### config.mk
export PLATFORM = sky130hd
export DESIGN_NAME = spi_slave_flat
export DESIGN_NICKNAME = d
export VERILOG_FILES = /design/src/rtl/spi_slave_if.sv /design/src/rtl/spi_slave.sv /design/src/flat_wrapper.sv
export SDC_FILE = /design/constraint.sdc
export NUM_CORES = 1
export LEC_CHECK = 0
export BUFFER_PORTS_ARGS = -buffer_cell sky130_fd_sc_hd__buf_2
export CORE_ASPECT_RATIO = 0.6
export CORE_MARGIN = 4
export CORE_UTILIZATION = 39
export DETAILED_ROUTE_END_ITERATION = 8
export PLACE_DENSITY_LB_ADDON = 0.3
export SLEW_MARGIN = 20
export SYNTH_ARGS = -nofsm -noshare
export SYNTH_HDL_FRONTEND = slang
export SYNTH_SLANG_ARGS = --single-unit
export TNS_END_PERCENT = 1
### constraint.sdc
create_clock -name sys_clk -period 2.2 [get_ports sys_clk]
set_input_delay 0.33 -clock sys_clk [delete_from_list [all_inputs] [get_ports sys_clk]]
set_output_delay 0.33 -clock sys_clk [all_outputs]
set_load 0.05 [all_outputs]
### src/rtl/spi_slave_if.sv
// rtl/spi_slave_if.sv - user byte interface and SPI pins of spi_slave
interface spi_slave_if;
    logic [7:0] tx_data;
    logic       tx_load;
    logic       tx_ready;
    logic [7:0] rx_data;
    logic       rx_valid;
    logic       frame_err;
    logic       spi_sclk;
    logic       spi_cs_n;
    logic       spi_mosi;
    logic       spi_miso;

    modport slave (
        input  tx_data, tx_load, spi_sclk, spi_cs_n, spi_mosi,
        output tx_ready, rx_data, rx_valid, frame_err, spi_miso
    );

    modport master (
        output tx_data, tx_load, spi_sclk, spi_cs_n, spi_mosi,
        input  tx_ready, rx_data, rx_valid, frame_err, spi_miso
    );
endinterface

### src/rtl/spi_slave.sv
// rtl/spi_slave.sv - oversampled SPI slave, mode 0, LSB first, 8-bit frames
module spi_slave #(
    parameter int   SYNC_STAGES = 2,
    parameter logic IDLE_MISO   = 1'b0
) (
    input  logic        sys_clk,
    input  logic        sys_reset_n,
    spi_slave_if.slave  bus
);
    typedef enum logic [1:0] {IDLE, SHIFT, DONE, WAIT_CS} state_t;

    logic [SYNC_STAGES-1:0] sclk_sync;
    logic [SYNC_STAGES-1:0] cs_sync;
    logic [SYNC_STAGES-1:0] mosi_sync;
    logic                   sclk_hist;
    logic                   cs_hist;

    // Registered edge flags and the MOSI sample that travels with them
    logic sclk_rise;
    logic sclk_fall;
    logic cs_fall;
    logic cs_rise;
    logic mosi_s;

    state_t     state;
    logic [3:0] bit_cnt;
    logic [7:0] tx_buf;
    logic [7:0] tx_shift;
    logic [7:0] rx_shift;
    logic [7:0] rx_data_q;
    logic       rx_valid_q;
    logic       frame_err_q;
    logic       miso_q;

    // Synchronizer chains; CS chain rests at its deselected level
    always_ff @(posedge sys_clk or negedge sys_reset_n) begin
        if (!sys_reset_n) begin
            sclk_sync <= '0;
            cs_sync   <= '1;
            mosi_sync <= '0;
        end else begin
            sclk_sync <= {sclk_sync[SYNC_STAGES-2:0], bus.spi_sclk};
            cs_sync   <= {cs_sync[SYNC_STAGES-2:0], bus.spi_cs_n};
            mosi_sync <= {mosi_sync[SYNC_STAGES-2:0], bus.spi_mosi};
        end
    end

    // Edge detection against a history flop; MOSI registered alongside so it aligns with sclk_rise
    always_ff @(posedge sys_clk or negedge sys_reset_n) begin
        if (!sys_reset_n) begin
            sclk_hist <= 1'b0;
            cs_hist   <= 1'b1;
            sclk_rise <= 1'b0;
            sclk_fall <= 1'b0;
            cs_fall   <= 1'b0;
            cs_rise   <= 1'b0;
            mosi_s    <= 1'b0;
        end else begin
            sclk_hist <= sclk_sync[SYNC_STAGES-1];
            cs_hist   <= cs_sync[SYNC_STAGES-1];
            sclk_rise <= sclk_sync[SYNC_STAGES-1] & ~sclk_hist;
            sclk_fall <= ~sclk_sync[SYNC_STAGES-1] & sclk_hist;
            cs_fall   <= ~cs_sync[SYNC_STAGES-1] & cs_hist;
            cs_rise   <= cs_sync[SYNC_STAGES-1] & ~cs_hist;
            mosi_s    <= mosi_sync[SYNC_STAGES-1];
        end
    end

    // Frame FSM; rx_data/rx_valid are written on the 8th rise so the pulse is high while in DONE
    always_ff @(posedge sys_clk or negedge sys_reset_n) begin
        if (!sys_reset_n) begin
            state       <= IDLE;
            bit_cnt     <= '0;
            tx_buf      <= '0;
            tx_shift    <= '0;
            rx_shift    <= '0;
            rx_data_q   <= '0;
            rx_valid_q  <= 1'b0;
            frame_err_q <= 1'b0;
            miso_q      <= IDLE_MISO;
        end else begin
            rx_valid_q  <= 1'b0;
            frame_err_q <= 1'b0;
            case (state)
                IDLE: begin
                    miso_q  <= IDLE_MISO;
                    bit_cnt <= '0;
                    if (bus.tx_load) begin
                        tx_buf <= bus.tx_data;
                    end
                    if (cs_fall) begin
                        tx_shift <= tx_buf;
                        miso_q   <= tx_buf[0];
                        state    <= SHIFT;
                    end
                end
                SHIFT: begin
                    if (cs_rise) begin
                        frame_err_q <= 1'b1;
                        bit_cnt     <= '0;
                        miso_q      <= IDLE_MISO;
                        state       <= IDLE;
                    end else if (sclk_rise) begin
                        rx_shift[bit_cnt[2:0]] <= mosi_s;
                        bit_cnt                <= bit_cnt + 4'd1;
                        if (bit_cnt == 4'd7) begin
                            rx_data_q  <= {mosi_s, rx_shift[6:0]};
                            rx_valid_q <= 1'b1;
                            state      <= DONE;
                        end
                    end else if (sclk_fall && bit_cnt >= 4'd1 && bit_cnt <= 4'd7) begin
                        miso_q <= tx_shift[bit_cnt[2:0]];
                    end
                end
                DONE: begin
                    if (cs_rise) begin
                        miso_q <= IDLE_MISO;
                        state  <= IDLE;
                    end else begin
                        state <= WAIT_CS;
                    end
                end
                WAIT_CS: begin
                    if (cs_rise) begin
                        miso_q <= IDLE_MISO;
                        state  <= IDLE;
                    end
                end
                default: state <= IDLE;
            endcase
        end
    end

    assign bus.tx_ready  = (state == IDLE);
    assign bus.rx_data   = rx_data_q;
    assign bus.rx_valid  = rx_valid_q;
    assign bus.frame_err = frame_err_q;
    assign bus.spi_miso  = miso_q;
endmodule

### src/flat_wrapper.sv
// flat-port wrapper written by rule: the top's interface ports become plain ports
module spi_slave_flat 
#(
    parameter int   SYNC_STAGES = 2,
    parameter logic IDLE_MISO   = 1'b0
)
  (sys_clk, sys_reset_n, bus_tx_data, bus_tx_load, bus_spi_sclk, bus_spi_cs_n, bus_spi_mosi, bus_tx_ready, bus_rx_data, bus_rx_valid, bus_frame_err, bus_spi_miso);
  spi_slave_if bus_i ();
  input  logic sys_clk;
  input  logic sys_reset_n;
  input wire logic [$bits(bus_i.tx_data)-1:0] bus_tx_data;
  input wire logic [$bits(bus_i.tx_load)-1:0] bus_tx_load;
  input wire logic [$bits(bus_i.spi_sclk)-1:0] bus_spi_sclk;
  input wire logic [$bits(bus_i.spi_cs_n)-1:0] bus_spi_cs_n;
  input wire logic [$bits(bus_i.spi_mosi)-1:0] bus_spi_mosi;
  output wire logic [$bits(bus_i.tx_ready)-1:0] bus_tx_ready;
  output wire logic [$bits(bus_i.rx_data)-1:0] bus_rx_data;
  output wire logic [$bits(bus_i.rx_valid)-1:0] bus_rx_valid;
  output wire logic [$bits(bus_i.frame_err)-1:0] bus_frame_err;
  output wire logic [$bits(bus_i.spi_miso)-1:0] bus_spi_miso;
  assign bus_i.tx_data = bus_tx_data;
  assign bus_i.tx_load = bus_tx_load;
  assign bus_i.spi_sclk = bus_spi_sclk;
  assign bus_i.spi_cs_n = bus_spi_cs_n;
  assign bus_i.spi_mosi = bus_spi_mosi;
  assign bus_tx_ready = bus_i.tx_ready;
  assign bus_rx_data = bus_i.rx_data;
  assign bus_rx_valid = bus_i.rx_valid;
  assign bus_frame_err = bus_i.frame_err;
  assign bus_spi_miso = bus_i.spi_miso;
  spi_slave #(.SYNC_STAGES(SYNC_STAGES), .IDLE_MISO(IDLE_MISO)) u_core (.sys_clk(sys_clk), .sys_reset_n(sys_reset_n), .bus(bus_i));
endmodule
# Yosys cells after proc, flatten, opt, wreduce, memory -nomap -nowiden
# Cells that the tools add are included.
# totals
register_bits	54
out_inout_bits	12
wordCells	84
# op_classes
add_sub_neg	1
n_lt_le_gt_ge	4
eq_ne	11
mux	27
bitwise	9
reduce_logical	13
# op_table
operator	count
2-to-1 mux 1 bit	13
2-to-1 mux 2 bit	6
inequality test 3 x 1 -> 1 bit, second input constant	3
bitwise mux 8 bit	1
2-to-1 mux 4 bit	2
one-hot mux 2 bit (4 select lines)	1
one-hot mux 4 bit (2 select lines)	1
AND reduction 4 bit	2
inequality test 2 x 1 -> 1 bit, second input constant	3
AND reduction 2 bit	3
AND reduction 3 bit	2
inverter 1 bit	5
adder 4 x 1 -> 4 bit, second input constant	1
AND 1 bit	4
equality test 2 bit, second input constant	2
equality test 4 x 3 -> 1 bit, second input constant	1
greater-or-equal comparator 4 x 1 -> 1 bit, second input constant	1
less-or-equal comparator 4 x 3 -> 1 bit, second input constant	1
< comparator 3 x 4 -> 1 bit, second input constant	1
binary-select mux 1 bit (select 3 bit)	1
demux 1 bit (select 3 bit)	1
greater-or-equal comparator 3 x 1 -> 1 bit, second input constant	1
logical AND 1 bit	3
inequality test 3 bit, second input constant	1
other kinds (5)	5

# Logic depth before layout (Yosys ltp)
# depth
depth_word	7
ltp_mapped	7
depth_no_buf	6

# Worst setup path after synthesis
# OpenSTA, ideal clock, no wires.
# synth_timing
path_type	register -> register
startpoint	register u_core.state[1]
endpoint	register u_core.tx_buf[0]
arrival_time_ns	2.006
required_ns	2.075
path_slack_ns	0.069
stages_incl_launch_ff	6
path_buffers	2
synth_period_minus_slack_ns	2.131
cell_sequence	dfrtp_1 > buf_6 > nor2_1 > and2_1 > buf_2 > mux2_2
# synth_between
elab_chain_len	2
# synth_rtl
item	line_no	rtl
start: declaration	spi_slave.sv:25	state_t state;
start signal: assignment	spi_slave.sv:72	state <= IDLE;
start signal: assignment	spi_slave.sv:94	state <= SHIFT;
start signal: assignment	spi_slave.sv:102	state <= IDLE;
logical NOT 2 bit	-	
net bus_tx_ready	flat_wrapper.sv:16	output wire logic [$bits(bus_i.tx_ready)-1:0] bus_tx_ready;
AND reduction 2 bit (no source line)	-	
end signal: assignment	spi_slave.sv:89	tx_buf <= bus.tx_data;
end: declaration	spi_slave.sv:27	logic [7:0] tx_buf;
# The timed path passes the listed nets, and every way through them passes these cells.
# A chain may end at the register's enable or synchronous reset.

# Worst setup path in the final report
# layout_timing
startpoint	register u_core.state[1]
endpoint	register u_core.rx_data_q[3], in the netlist u_core.bus.rx_data[3]
# layout_between
elab_chain_len	2
# layout_rtl
item	line_no	rtl
equality test 2 x 1 -> 1 bit	spi_slave.sv:84	case (state)
AND reduction 4 bit (no source line)	-	
end signal: assignment	spi_slave.sv:107	rx_data_q <= {mosi_s, rx_shift[6:0]};
end: declaration	spi_slave.sv:30	logic [7:0] rx_data_q;
# Every way passes these cells.

==> reports/qor.txt <==
CLOCK TREE
----------------------------------------------------------------------------
Number of gates resized after CTS                                          0
Root Buffer Master                                                  clkbuf_8
Clock latency at the later pin of the worst-skew pair                0.30 ns
Total of hold buffers inserted after clock tree synthesis                  0
Maximum count of clock buffers along a single path                         2
H-tree depth                                                               2
Clock tree from TritonCTS                                               done
Total CTS buffers                                                          5
Number of clock sinks                                                     53
Setup fix buffers added after clock tree synthesis                         0
Clock-pin transition on the worst setup and hold timing paths        0.09 ns

PLACED DESIGN
----------------------------------------------------------------------------
Placed wire-length estimate                                          2520 µm
Post-place setup slack                                              0.440 ns
RD Place Congestion                                                    0.784
Port-buffer cells                                                         25

DIE
----------------------------------------------------------------------------
Area inside the core boundary                                    0.00515 mm²
Die area                                                         0.00671 mm²
Number of rows in the core area                                           20
Die height                                                           65.1 µm
Effective utilization at floorplan                                     0.410
Chip width                                                            103 µm
Number of ports placed on the die boundary                                26

TIMING
----------------------------------------------------------------------------
Setup repair after global routing missed its margin                       no
Worst slew pin tran                                                 0.601 ns
Final max-slew violation count                                             0
Slew HR                                                                0.600
Final clock skew                                                  0.00603 ns
Post-Route Setup TNS                                                    0 ns
Count of endpoints failing setup in the final report                       0
Final critical-path share of the clock period                          0.799
Crit path setup slack, layout                                       0.442 ns
Final hold violation count                                                 0
Fin crit period                                                      1.76 ns
Maximum clock rate                                                   569 MHz

WORST SETUP PATH
----------------------------------------------------------------------------
WP data arrival                                                      1.95 ns
Largest stage delay, worst path                                      0.56 ns
Critical Path End Type                                                  flop
Critical path launch point type                                         flop
Required time of the worst setup path                                2.40 ns
Cell Chain, Critical Path                                       or3b_1 -> nor2_8 -> mux2_2
Worst setup path category                                         reg -> reg
Cell at the slowest stage of the critical path                        or3b_1
Largest driver fanout on the critical path                                12

GRT
----------------------------------------------------------------------------
Global-route wire length before repair                               6380 µm
Overall global routing resource usage                                  0.123
Number of global-route vias before repair                               1315
Pin count of the biggest net entering global routing                      28
Aggregate global routing overflow                                          0
Initial antenna violation count                                            0

DRT
----------------------------------------------------------------------------
Detailed-route via count                                                1287
Iter 0 DRT Violations                                                     60
Final WL                                                             3520 µm
DRC Markers                                                                0
Mean routed wirelength per cell                                      13.4 µm
ANT nets after route                                                       0
1st-pass router iterations                                                 4
Detailed-route vias per instance                                        4.91

SYNTH
----------------------------------------------------------------------------
Area contributors post-synth                                    dfrtp_1 (59%), mux2_2 (13%), nand2_1 (5.1%)
Register bit count reported by yosys                                      53
Avg Cell Area, Syn                                                  12.7 µm²
Combined area of all synthesized cells                           0.00212 mm²
Area leader, netlist                                                 dfrtp_1
Count of mapped cells out of synthesis                                   167
Number of warnings printed during yosys synthesis                          0
Part of the Yosys area used for sequential elements                    0.629
Yosys cell types                                                          32
Share of the synthesized area in the top cell type                     0.591
Synthesized net count                                                    184

POWER
----------------------------------------------------------------------------
Power density cells                                               909 mW/mm²
Total design power                                                   2.23 mW
Worst VDD drop                                                    0.000329 V
Reported leakage power                                               1.23 nW

FINAL LAYOUT
----------------------------------------------------------------------------
Layout Area Growth over Synthesis                                      16.0%
Layout cells sized above 1                                             0.337
Ant. Diodes                                                                0
Filler instances                                                         473
Post-layout net count                                                    212

HOLD PATH
----------------------------------------------------------------------------
Worst hold path type                                             in -> async

JOB
----------------------------------------------------------------------------
Count of maximum capacitance violations                                    0

OUTCOME
----------------------------------------------------------------------------
Run status                                                         completed

==> final timing paths <==
kind,slack [ns],endpoint,start,cells past startpoint
setup / recovery,0.44,u_core.bus.rx_data[3],u_core.state[1],3
hold / removal,0.02,u_core.sclk_sync[0],sys_reset_n,1
setup reg to reg,0.44,u_core.bus.rx_data[3],u_core.state[1],3
hold reg to reg,0.35,u_core.sclk_sync[1],u_core.sclk_sync[0],0
max in group asynchronous,1.55,u_core.cs_hist,sys_reset_n,2
min in group sys_clk,0.12,u_core.cs_sync[0],bus_spi_cs_n,1
==> report_power, final <==
group / switching, mW / internal, mW / total, mW
registers: 0.0710 / 1.10 / 1.17
logic: 0.159 / 0.136 / 0.295
clock network: 0.310 / 0.452 / 0.762
total: 0.540 / 1.69 / 2.23
==> metrics by stage <==
step,hold slack [ns],std cells,utilization,cell area (µm²)
floorplan,0.0344,167,-,2120
global placement,0.331,254,0.450,2320
detailed placement,0.336,254,0.450,2320
CTS,0.0430,262,0.476,2450
global route,0.0571,262,0.476,2450
finish,0.0239,262,0.476,2450
==> cell families (layout without fill, tap and decap cells) <==
family,count (synthesis),after routing,share of synthesized area
and+or+nand+nor,59,59,0.141
DFF,53,53,0.629
muxes,27,27,0.148
AOI/OAI and AO/OA,14,14,0.0396
buffers and inverters,11,40,0.0248
adders and majority gates,3,3,0.0177
==> synthesized netlist by cell type <==
| cell | number |
|---|---|
| a21o_1 | 1 |
| a21oi_1 | 6 |
| a22o_1 | 1 |
| a31oi_1 | 1 |
| and2_1 | 2 |
| and3_1 | 1 |
| and3b_1 | 1 |
| and4bb_2 | 1 |
| buf_2 | 3 |
| buf_6 | 1 |
| clkbuf_1 | 3 |
| dfrtp_1 | 50 |
| dfstp_2 | 3 |
| ha_1 | 3 |
| inv_1 | 4 |
| mux2_2 | 24 |
| mux2i_1 | 2 |
| mux4_2 | 1 |
| nand2_1 | 29 |
| nand2b_1 | 2 |
| nand3_1 | 1 |
| nand4_1 | 1 |
| nand4b_1 | 1 |
| nor2_1 | 9 |
| nor2_8 | 1 |
| nor2b_1 | 4 |
| nor3_1 | 4 |
| o21ai_0 | 3 |
| o21bai_1 | 1 |
| o22a_1 | 1 |
| or3b_1 | 1 |
| or4b_1 | 1 |
==> critical path, delay by kind of cell, from the launching register on <==
family           cells  cell delay (ns)
and+or+nand+nor      2             0.80
DFF                  1             0.49
muxes                1             0.36
==> flip-flops by register name, indices dropped and copies added (netlist names), 2 cells and up <==
name	count
u_core.bit_cnt	4
u_core.bus.rx_data	8
u_core.cs_sync	2
u_core.mosi_sync	2
u_core.rx_shift	7
u_core.sclk_sync	2
u_core.state	2
u_core.tx_buf	8
u_core.tx_shift	8
==> layout by cell type (no fill, tap or decap), types with 2 or more instances in the layout <==
master     instances
nand2b_1           2
nor2_1             9
nor2b_1            4
and2_1             2
buf_4              2
a21oi_1            6
dfrtp_1           50
mux2i_1            2
ha_1               3
dfstp_2            3
buf_2             25
bufinv_16          2
nor3_1             4
clkbuf_8           5
o21ai_0            3
nand2_1           29
mux2_2            24
inv_1              4
==> cell type report <==
cell class	instances	area, µm²	area share
sequential	53	1330	0.542
multi-input combinational	103	733	0.299
timing repair buffer	28	160	0.0652
tap	66	82.6	0.0336
clock buffer	5	68.8	0.0280
clock inverter	3	65.1	0.0265
inverter	4	15.0	0.00612
==> layer usage <==
layer | part of all wire | up-vias | global-route usage
li1 | - | 614 | -
met1 | 0.50 | 637 | 0.188
met2 | 0.43 | 29 | 0.165
met3 | 0.050 | 7 | 0.0323
met4 | 0.014 | 0 | 0.0436
met5 | 0 | - | 0
No activity file was read; power rests on OpenSTA's default activity.
